<file path="src/rtl/fetch_sequencer_if.sv">
// Control bus between the fetch sequencer (master) and the PC/memory/ALU datapath (slave).
interface fetch_sequencer_if;
   logic       RUN;
   logic [7:0] MEM_DATA;
   logic       ZERO;
   logic       LOAD_PC;
   logic       INCR_PC;
   logic [7:0] ADDR;
   logic       ADDR_SEL;
   logic       MEM_WE;
   logic       LOAD_ACC;
   logic [1:0] ALU_OP;
   logic       HALTED;
   logic [1:0] STATE;

   modport master (
      input  RUN, MEM_DATA, ZERO,
      output LOAD_PC, INCR_PC, ADDR, ADDR_SEL, MEM_WE, LOAD_ACC, ALU_OP, HALTED, STATE
   );

   modport slave (
      output RUN, MEM_DATA, ZERO,
      input  LOAD_PC, INCR_PC, ADDR, ADDR_SEL, MEM_WE, LOAD_ACC, ALU_OP, HALTED, STATE
   );
endinterface

</file>
<file path="src/rtl/fetch_sequencer.sv">
// Fetch/decode/execute control FSM for the 8-bit lab CPU: 1-byte ops take 2 cycles, 2-byte ops 3.
// Strobes are combinational from state/opcode/ZERO; RUN stalls only in FETCH.
module fetch_sequencer (
   input  logic              clk,
   input  logic              reset,
   fetch_sequencer_if.master bus
);
   typedef enum logic [1:0] {
      S_FETCH  = 2'd0,
      S_DECODE = 2'd1,
      S_EXEC   = 2'd2,
      S_HALT   = 2'd3
   } state_t;

   localparam logic [3:0] OP_LDA = 4'h1;
   localparam logic [3:0] OP_ADD = 4'h2;
   localparam logic [3:0] OP_SUB = 4'h3;
   localparam logic [3:0] OP_STA = 4'h4;
   localparam logic [3:0] OP_JMP = 4'h5;
   localparam logic [3:0] OP_JZ  = 4'h6;
   localparam logic [3:0] OP_HLT = 4'hF;

   state_t     state_q, state_d;
   logic [3:0] op_q, op_d;     // IR[3:0] never affects behaviour, so only the opcode nibble is kept
   logic [7:0] opr_q, opr_d;

   logic       load_pc, incr_pc, addr_sel, mem_we, load_acc, halted;
   logic [1:0] alu_op;
   logic       two_byte;

   assign two_byte = (op_q >= OP_LDA) && (op_q <= OP_JZ);

   always_ff @(posedge clk) begin
      if (!reset) begin
         state_q <= S_FETCH;
         op_q    <= 4'h0;
         opr_q   <= 8'h00;
      end else begin
         state_q <= state_d;
         op_q    <= op_d;
         opr_q   <= opr_d;
      end
   end

   always_comb begin
      state_d  = state_q;
      op_d     = op_q;
      opr_d    = opr_q;
      load_pc  = 1'b0;
      incr_pc  = 1'b0;
      addr_sel = 1'b0;
      mem_we   = 1'b0;
      load_acc = 1'b0;
      alu_op   = 2'b00;
      halted   = 1'b0;

      case (state_q)
         S_FETCH: begin
            if (bus.RUN) begin
               op_d    = bus.MEM_DATA[7:4];
               incr_pc = 1'b1;
               state_d = S_DECODE;
            end
         end
         S_DECODE: begin
            if (two_byte) begin
               opr_d   = bus.MEM_DATA;
               incr_pc = 1'b1;
               state_d = S_EXEC;
            end else if (op_q == OP_HLT) begin
               state_d = S_HALT;
            end else begin
               state_d = S_FETCH;
            end
         end
         S_EXEC: begin
            state_d = S_FETCH;
            case (op_q)
               OP_LDA: begin addr_sel = 1'b1; load_acc = 1'b1; alu_op = 2'b00; end
               OP_ADD: begin addr_sel = 1'b1; load_acc = 1'b1; alu_op = 2'b01; end
               OP_SUB: begin addr_sel = 1'b1; load_acc = 1'b1; alu_op = 2'b10; end
               OP_STA: begin addr_sel = 1'b1; mem_we = 1'b1; end
               OP_JMP: load_pc = 1'b1;
               OP_JZ:  load_pc = bus.ZERO;
               default: ;
            endcase
         end
         S_HALT: halted = 1'b1;
         default: state_d = S_FETCH;
      endcase

      // Reset kills every strobe in the same cycle, even mid-instruction
      if (!reset) begin
         load_pc  = 1'b0;
         incr_pc  = 1'b0;
         addr_sel = 1'b0;
         mem_we   = 1'b0;
         load_acc = 1'b0;
         alu_op   = 2'b00;
         halted   = 1'b0;
      end
   end

   assign bus.LOAD_PC  = load_pc;
   assign bus.INCR_PC  = incr_pc;
   assign bus.ADDR     = opr_q;
   assign bus.ADDR_SEL = addr_sel;
   assign bus.MEM_WE   = mem_we;
   assign bus.LOAD_ACC = load_acc;
   assign bus.ALU_OP   = alu_op;
   assign bus.HALTED   = halted;
   assign bus.STATE    = state_q;
endmodule

</file>
<file path="src/flat_wrapper.sv">
// flat-port wrapper written by rule: the top's interface ports become plain ports
module fetch_sequencer_flat 
  (clk, reset, bus_RUN, bus_MEM_DATA, bus_ZERO, bus_LOAD_PC, bus_INCR_PC, bus_ADDR, bus_ADDR_SEL, bus_MEM_WE, bus_LOAD_ACC, bus_ALU_OP, bus_HALTED, bus_STATE);
  fetch_sequencer_if bus_i ();
  input  logic clk;
  input  logic reset;
  input wire logic [$bits(bus_i.RUN)-1:0] bus_RUN;
  input wire logic [$bits(bus_i.MEM_DATA)-1:0] bus_MEM_DATA;
  input wire logic [$bits(bus_i.ZERO)-1:0] bus_ZERO;
  output wire logic [$bits(bus_i.LOAD_PC)-1:0] bus_LOAD_PC;
  output wire logic [$bits(bus_i.INCR_PC)-1:0] bus_INCR_PC;
  output wire logic [$bits(bus_i.ADDR)-1:0] bus_ADDR;
  output wire logic [$bits(bus_i.ADDR_SEL)-1:0] bus_ADDR_SEL;
  output wire logic [$bits(bus_i.MEM_WE)-1:0] bus_MEM_WE;
  output wire logic [$bits(bus_i.LOAD_ACC)-1:0] bus_LOAD_ACC;
  output wire logic [$bits(bus_i.ALU_OP)-1:0] bus_ALU_OP;
  output wire logic [$bits(bus_i.HALTED)-1:0] bus_HALTED;
  output wire logic [$bits(bus_i.STATE)-1:0] bus_STATE;
  assign bus_i.RUN = bus_RUN;
  assign bus_i.MEM_DATA = bus_MEM_DATA;
  assign bus_i.ZERO = bus_ZERO;
  assign bus_LOAD_PC = bus_i.LOAD_PC;
  assign bus_INCR_PC = bus_i.INCR_PC;
  assign bus_ADDR = bus_i.ADDR;
  assign bus_ADDR_SEL = bus_i.ADDR_SEL;
  assign bus_MEM_WE = bus_i.MEM_WE;
  assign bus_LOAD_ACC = bus_i.LOAD_ACC;
  assign bus_ALU_OP = bus_i.ALU_OP;
  assign bus_HALTED = bus_i.HALTED;
  assign bus_STATE = bus_i.STATE;
  fetch_sequencer u_core (.clk(clk), .reset(reset), .bus(bus_i));
endmodule
</file>
<file path="config.mk">
export PLATFORM = sky130hd
export DESIGN_NAME = fetch_sequencer_flat
export DESIGN_NICKNAME = d
export VERILOG_FILES = /design/src/rtl/fetch_sequencer_if.sv /design/src/rtl/fetch_sequencer.sv /design/src/flat_wrapper.sv
export SDC_FILE = /design/constraint.sdc
export NUM_CORES = 1
export LEC_CHECK = 0
export BUFFER_PORTS_ARGS = -buffer_cell sky130_fd_sc_hd__clkbuf_2
export CORE_UTILIZATION = 48
export CTS_CLUSTER_DIAMETER = 80
export DETAILED_ROUTE_END_ITERATION = 16
export PLACE_DENSITY = 0.8
export SLEW_MARGIN = 10
export SYNTH_ARGS = -nofsm -noshare
export SYNTH_HDL_FRONTEND = slang
export SYNTH_SLANG_ARGS = --single-unit
</file>
<file path="constraint.sdc">
create_clock -name clk -period 3.25 [get_ports clk]
set_input_delay 0.4875 -clock clk [delete_from_list [all_inputs] [get_ports clk]]
set_output_delay 0.4875 -clock clk [all_outputs]
set_load 0.03 [all_outputs]
</file>
# After elaboration in Yosys (flattened, before gate mapping)
# Index checks and enable logic that the tools add are counted.
[classes]
addsub = 0
n_mul = 0
div = 0
n_lt_le_gt_ge = 2
eq_ne = 11
n_shift = 0
mux = 25
n_bitwise = 0
reduce_logical = 8
[op_table]
columns = ["operator", "count"]
rows = [
  ["2-to-1 mux 1 bit", 16],
  ["equality test 4 x 3 -> 1 bit (second input constant)", 3],
  ["2-to-1 mux 2 bit", 5],
  ["equality test 4 x 2 -> 1 bit (second input constant)", 2],
  ["one-hot mux 2 bit (3 select lines)", 1],
  ["AND reduction 2 bit", 3],
  ["equality test 2 bit (second input constant)", 2],
  ["equality test 4 x 1 -> 1 bit (second input constant)", 1],
  ["equality test 4 bit (second input constant)", 1],
  ["greater-or-equal comparator 4 x 1 -> 1 bit (second input constant)", 1],
  ["less-or-equal comparator 4 x 3 -> 1 bit (second input constant)", 1],
  ["one-hot mux 1 bit (2 select lines)", 2],
  ["one-hot mux 2 bit (2 select lines)", 1],
  ["OR reduction 4 bit", 1],
  ["nonzero test 3 bit", 1],
  ["OR reduction 3 bit", 1],
  ["equality test 2 x 1 -> 1 bit (second input constant)", 1],
  ["zero test 2 bit", 1],
  ["!= test 2 bit (second input constant)", 1],
  ["logical AND 1 bit", 1],
]
[word_totals]
ff_bits = 14
latch_bits = 0
mem_bits_rw = 0
mem_bits_ro = 0
in_bits = 12
wordCells = 49
n_memories = 0

# Depth between registers and ports, before layout
[logic_depth]
ltp_word = 5
ltp_mapped = 5

# Least setup slack after synthesis
# OpenSTA, ideal clock, no wires.
[synth_timing]
path_kind = "reg-to-output"
from = "reg u_core.state_q[1], in the netlist u_core.bus.STATE[1]"
to = "out bus_ALU_OP[0]"
t_arrival_ns = 1.901
required_time_ns = 2.762
setup_slack_ns = 0.862
path_stages_with_launch = 4
path_buffers = 0
path_cell_list = "dfxtp_1 > nand2_1 > or4_1 > nor3b_1"
[synth_via]
elab_chain_len = 3
[synth_rtl]
columns = ["element", "line_no", "source"]
rows = [
  ["start, declared", "fetch_sequencer.sv:23", "state_t state_q, state_d;"],
  ["start signal, assigned", "fetch_sequencer.sv:39", "state_q <= state_d;"],
  ["equality test 2 bit", "fetch_sequencer.sv:57", "case (state_q)"],
  ["2-to-1 mux 2 bit", "fetch_sequencer.sv:57", ""],
  ["2-to-1 mux 2 bit", "fetch_sequencer.sv:93", "if (!reset) begin"],
  ["end, declared", "flat_wrapper.sv:16", "output wire logic [$bits(bus_i.ALU_OP)-1:0] bus_ALU_OP;"],
]
# Every way passes these cells.

# Worst setup path after layout
[layout_timing]
from = "reg u_core.state_q[0], in the netlist u_core.bus.STATE[0]"
to = "out bus_INCR_PC"
[layout_via]
elab_chain_len = 3
word_cells_on_any_way = 4
[layout_rtl]
columns = ["element", "line_no", "source"]
rows = [
  ["equality test 2 x 1 -> 1 bit / zero test 2 bit (equally long branches)", "fetch_sequencer.sv:57", ""],
  ["one-hot mux 1 bit (2 select lines) *", "fetch_sequencer.sv:57", ""],
  ["2-to-1 mux 1 bit *", "fetch_sequencer.sv:93", ""],
  ["end, declared", "flat_wrapper.sv:11", "output wire logic [$bits(bus_i.INCR_PC)-1:0] bus_INCR_PC;"],
]
# Mark *: on every way between the ends. The rest lies on a longest branch, timed or not.

==> summary.md <==
| Metric | Value |
|---|---|
| Starting Density | `a little over half` |
| Hold path startpoint | `bus_MEM_DATA[3]` |
| Final setup viols | `0` |
| Mapped cell area | `between 700 and 800 um^2` |
| Die Wd | `40.4 um` |
| Main combinational cell family by area after synthesis | `simple AND/OR/NAND/NOR gates` |
| HPWL after DPL | `~990 um` |
| Inserted Clock Buffers | `3` |
| I/O Buffers | `29` |
| Area of the multi-input gates | `398 um^2` |
| Status | `finished, final reports clean` |
| Worst Hold Class | `in2reg` |
| Slew Limit Fails | `0` |
| RR Endpoint | `u_core.bus.ADDR[4]$_SDFFE_PN0P_` |
| Max Cap Viol | `0` |
| Syn_area_per_cell | `about 9 um^2` |
| Synthesis-to-layout area growth | `25.6%` |
| Simple-gate portion of the synthesized area | `26.7%` |
| Core Box Area | `around 1300 um^2` |
| Setup_tns | `0 ns` |
| DR vias/cell | `slightly above 5` |
| Worst setup SP type | `register` |
| Crit-path max cell delay | `about 0.46 ns` |
| Syn Nets | `91` |
| Worst Hold End | `u_core.bus.ADDR[3]$_SDFFE_PN0P_` |
| Antenna-violating nets left | `0` |
| Post-CTS setup buffer count | `0` |
| Fmax | `~420 MHz` |
| Initial antenna violation count | `0` |
| Reg clk slew, reported paths | `0.09 ns` |
| Post-Syn Instances | `between 70 and 80` |
| Nets | `roughly 120` |
| RSZ-0062 raised after global routing | `false` |
| Fin Clk Skew | `approximately 0.002 ns` |
| Clock buffer depth | `2` |
| Htree depth | `1` |
| FF+latch count, synth | `14` |
| R2R Setup Slk | `around 1.7 ns` |
| Period utilization | `between 70% and 80%` |
| Crit-path max FO | `9` |
| CP cell instances | `or3b_1 > a211oi_2 > buf_4 > o21a_1 > clkbuf_2` |
| Post-synthesis mux area share | `between 15 and 20%` |
| Maximum vdd drop | `around 0.00025 V` |
| Wire length per cell | `around 11 um` |
| Data required time of the worst path | `roughly 2.8 ns` |
| GRT Residual Overflow | `0` |
| CTS Sinks | `14` |
| Final Critical Period | `2.37 ns` |
| DRT iter0 DRCs | `6` |
| Vias in the first global route | `between 400 and 500` |
| Post-CTS Resized | `0` |
| CTS tree | `yes` |
| # IOs | `30` |
| Layout cell share with drive strength beyond 1 | `34.3%` |
| GRT Overall Usage | `18.5%` |
| Worst slew margin | `66.2%` |
| Setup WS post-layout | `between 0.8 and 0.9 ns` |
| Critical Path AT | `roughly 1.9 ns` |
| DR vias | `620` |
| Power Density | `around 420 nW/um^2` |
| Worst Tran Pin Value | `slightly above 0.5 ns` |
| Largest net degree at the start of global routing | `26` |
| Die area | `around 1600 um^2` |
| Compound-Gate Fraction of Synth Area | `approximately a tenth` |
| Worst setup EP type | `primary output` |
| Synth warn | `0` |
| Remaining DRCs | `0` |
| Diode count | `0` |
| Root Driver | `clkbuf_4` |
| Cell Rows | `13` |
| Register area share after synthesis | `about 40%` |
| Synth cell types | `24` |
| FF+latch area | `approximately 280 um^2` |
| Final hold violation count | `0` |
| Synth Area in XOR/XNOR | `0%` |
| Critical R2R Launch | `u_core.bus.STATE[0]$_SDFFE_PN0P_` |
| Worst Hold Margin | `about 0.43 ns` |
| Worst Hold Depth | `3` |
| Die Y | `~40 um` |
| First-pass GRT wire length | `between 1.5 and 2 mm` |
| CP Class | `reg2out` |
| Routability cong. | `approximately 0.65` |
| Detailed-router iteration count before antenna repair | `2` |
| Clock Latency Late Sink | `0.28 ns` |
| Slowest cell on crit path | `dfxtp_1` |
| Cts-stage hold buffer count | `0` |
| Placement Setup Slack | `about 0.9 ns` |
| Leak | `about 0.00042 uW` |
| Fill cell count | `about 110` |
| Post-synthesis adder-cell area fraction | `0%` |
| R2R cell count | `4` |
| Final wirelength | `1.35 mm` |
[where the power goes]
part           internal, uW  switching [uW]
Clock                  68.1            57.4
Sequential              179            10.5
Combinational          25.9            33.2
[cell usage after synthesis]
library cell / instances / area [um^2]
a211oi_1: 1 / 7.51
a211oi_2: 1 / 12.5
a21boi_0: 1 / 7.51
a21oi_1: 1 / 5.00
a41o_1: 1 / 10.0
and3_1: 2 / 12.5
and4b_1: 1 / 10.0
buf_6: 1 / 11.3
clkbuf_1: 4 / 15.0
dfxtp_1: 14 / 280
inv_1: 1 / 3.75
mux2_2: 1 / 11.3
mux2i_1: 13 / 130
nand2_1: 19 / 71.3
nor2_1: 4 / 15.0
nor2b_1: 5 / 31.3
nor3_1: 1 / 5.00
nor3b_1: 1 / 7.51
nor3b_2: 1 / 12.5
o211a_1: 1 / 10.0
o21a_1: 1 / 7.51
o21bai_1: 1 / 7.51
or3b_1: 1 / 8.76
or4_1: 2 / 15.0
[critical path: cells and delay by family, from the launching register on]
family / cells / cell delay, ns
compound gates: 2 / 0.33
buf+inv: 2 / 0.42
flops: 1 / 0.46
simple gates: 1 / 0.39
[cell usage in the layout, fill, tap and decap left out, drive strengths merged, types with 2 or more instances in the layout]
cell | netlist | routed
clkbuf | 4 | 33
nand2 | 19 | 19
dfxtp | 14 | 14
mux2i | 13 | 13
nor2b | 5 | 5
nor2 | 4 | 4
or4 | 2 | 2
and3 | 2 | 2
nor3b | 2 | 2
a211oi | 2 | 2
[routing by layer]
| layer | vias up | part of all wire, % | GRT usage (%) |
|---|---|---|---|
| met5 | - | 0 | 0 |
| met4 | 0 | 0.37 | 10.0 |
| met3 | 2 | 5.3 | 3.89 |
| met2 | 21 | 51 | 31.7 |
| met1 | 266 | 43 | 21.1 |
| li1 | 331 | - | - |
[kinds of logic (layout without fill, tap and decap cells)]
kind of cell,after synthesis,after routing
compound gates,8,8
buf+inv,6,35
flops,14,14
mux,14,14
simple gates,37,37
[layout make-up]
cell class | instances | area share [%]
clock buffer | 4 | 4.08
inverter | 1 | 0.422
multi-input combinational | 59 | 44.7
sequential | 14 | 31.5
tap | 15 | 2.11
timing repair buffer | 30 | 17.2
[registers in the layout, indices dropped and copies added (netlist names)]
signal            flops
u_core.bus.STATE      2
u_core.bus.ADDR       8
u_core.op_q           4
[worst max path at each step]
stage	to	slack [ns]	start	depth (start not counted)
after floorplan	bus_ALU_OP[0]	0.86	u_core.bus.STATE[1]$_SDFFE_PN0P_	3
after global placement	bus_ALU_OP[0]	0.94	reset	5
after detailed placement	bus_ALU_OP[0]	0.90	reset	5
after CTS	bus_INCR_PC	0.86	u_core.bus.STATE[0]$_SDFFE_PN0P_	5
after global routing	bus_ALU_OP[0]	0.75	reset	5
final	bus_INCR_PC	0.88	u_core.bus.STATE[0]$_SDFFE_PN0P_	5
[stage by stage]
| stage | utilization (%) | cells | cell area (um^2) | power, uW |
|---|---|---|---|---|
| floorplan | - | 79 | 708 | 236 |
| global placement | 64.0 | 119 | 853 | 252 |
| detailed placement | 64.0 | 119 | 853 | 253 |
| CTS | 66.7 | 123 | 890 | 380 |
| global route | 66.7 | 123 | 890 | 396 |
| finish | 66.7 | 123 | 890 | 374 |
Note: power is estimated with default switching activity, not from simulation.
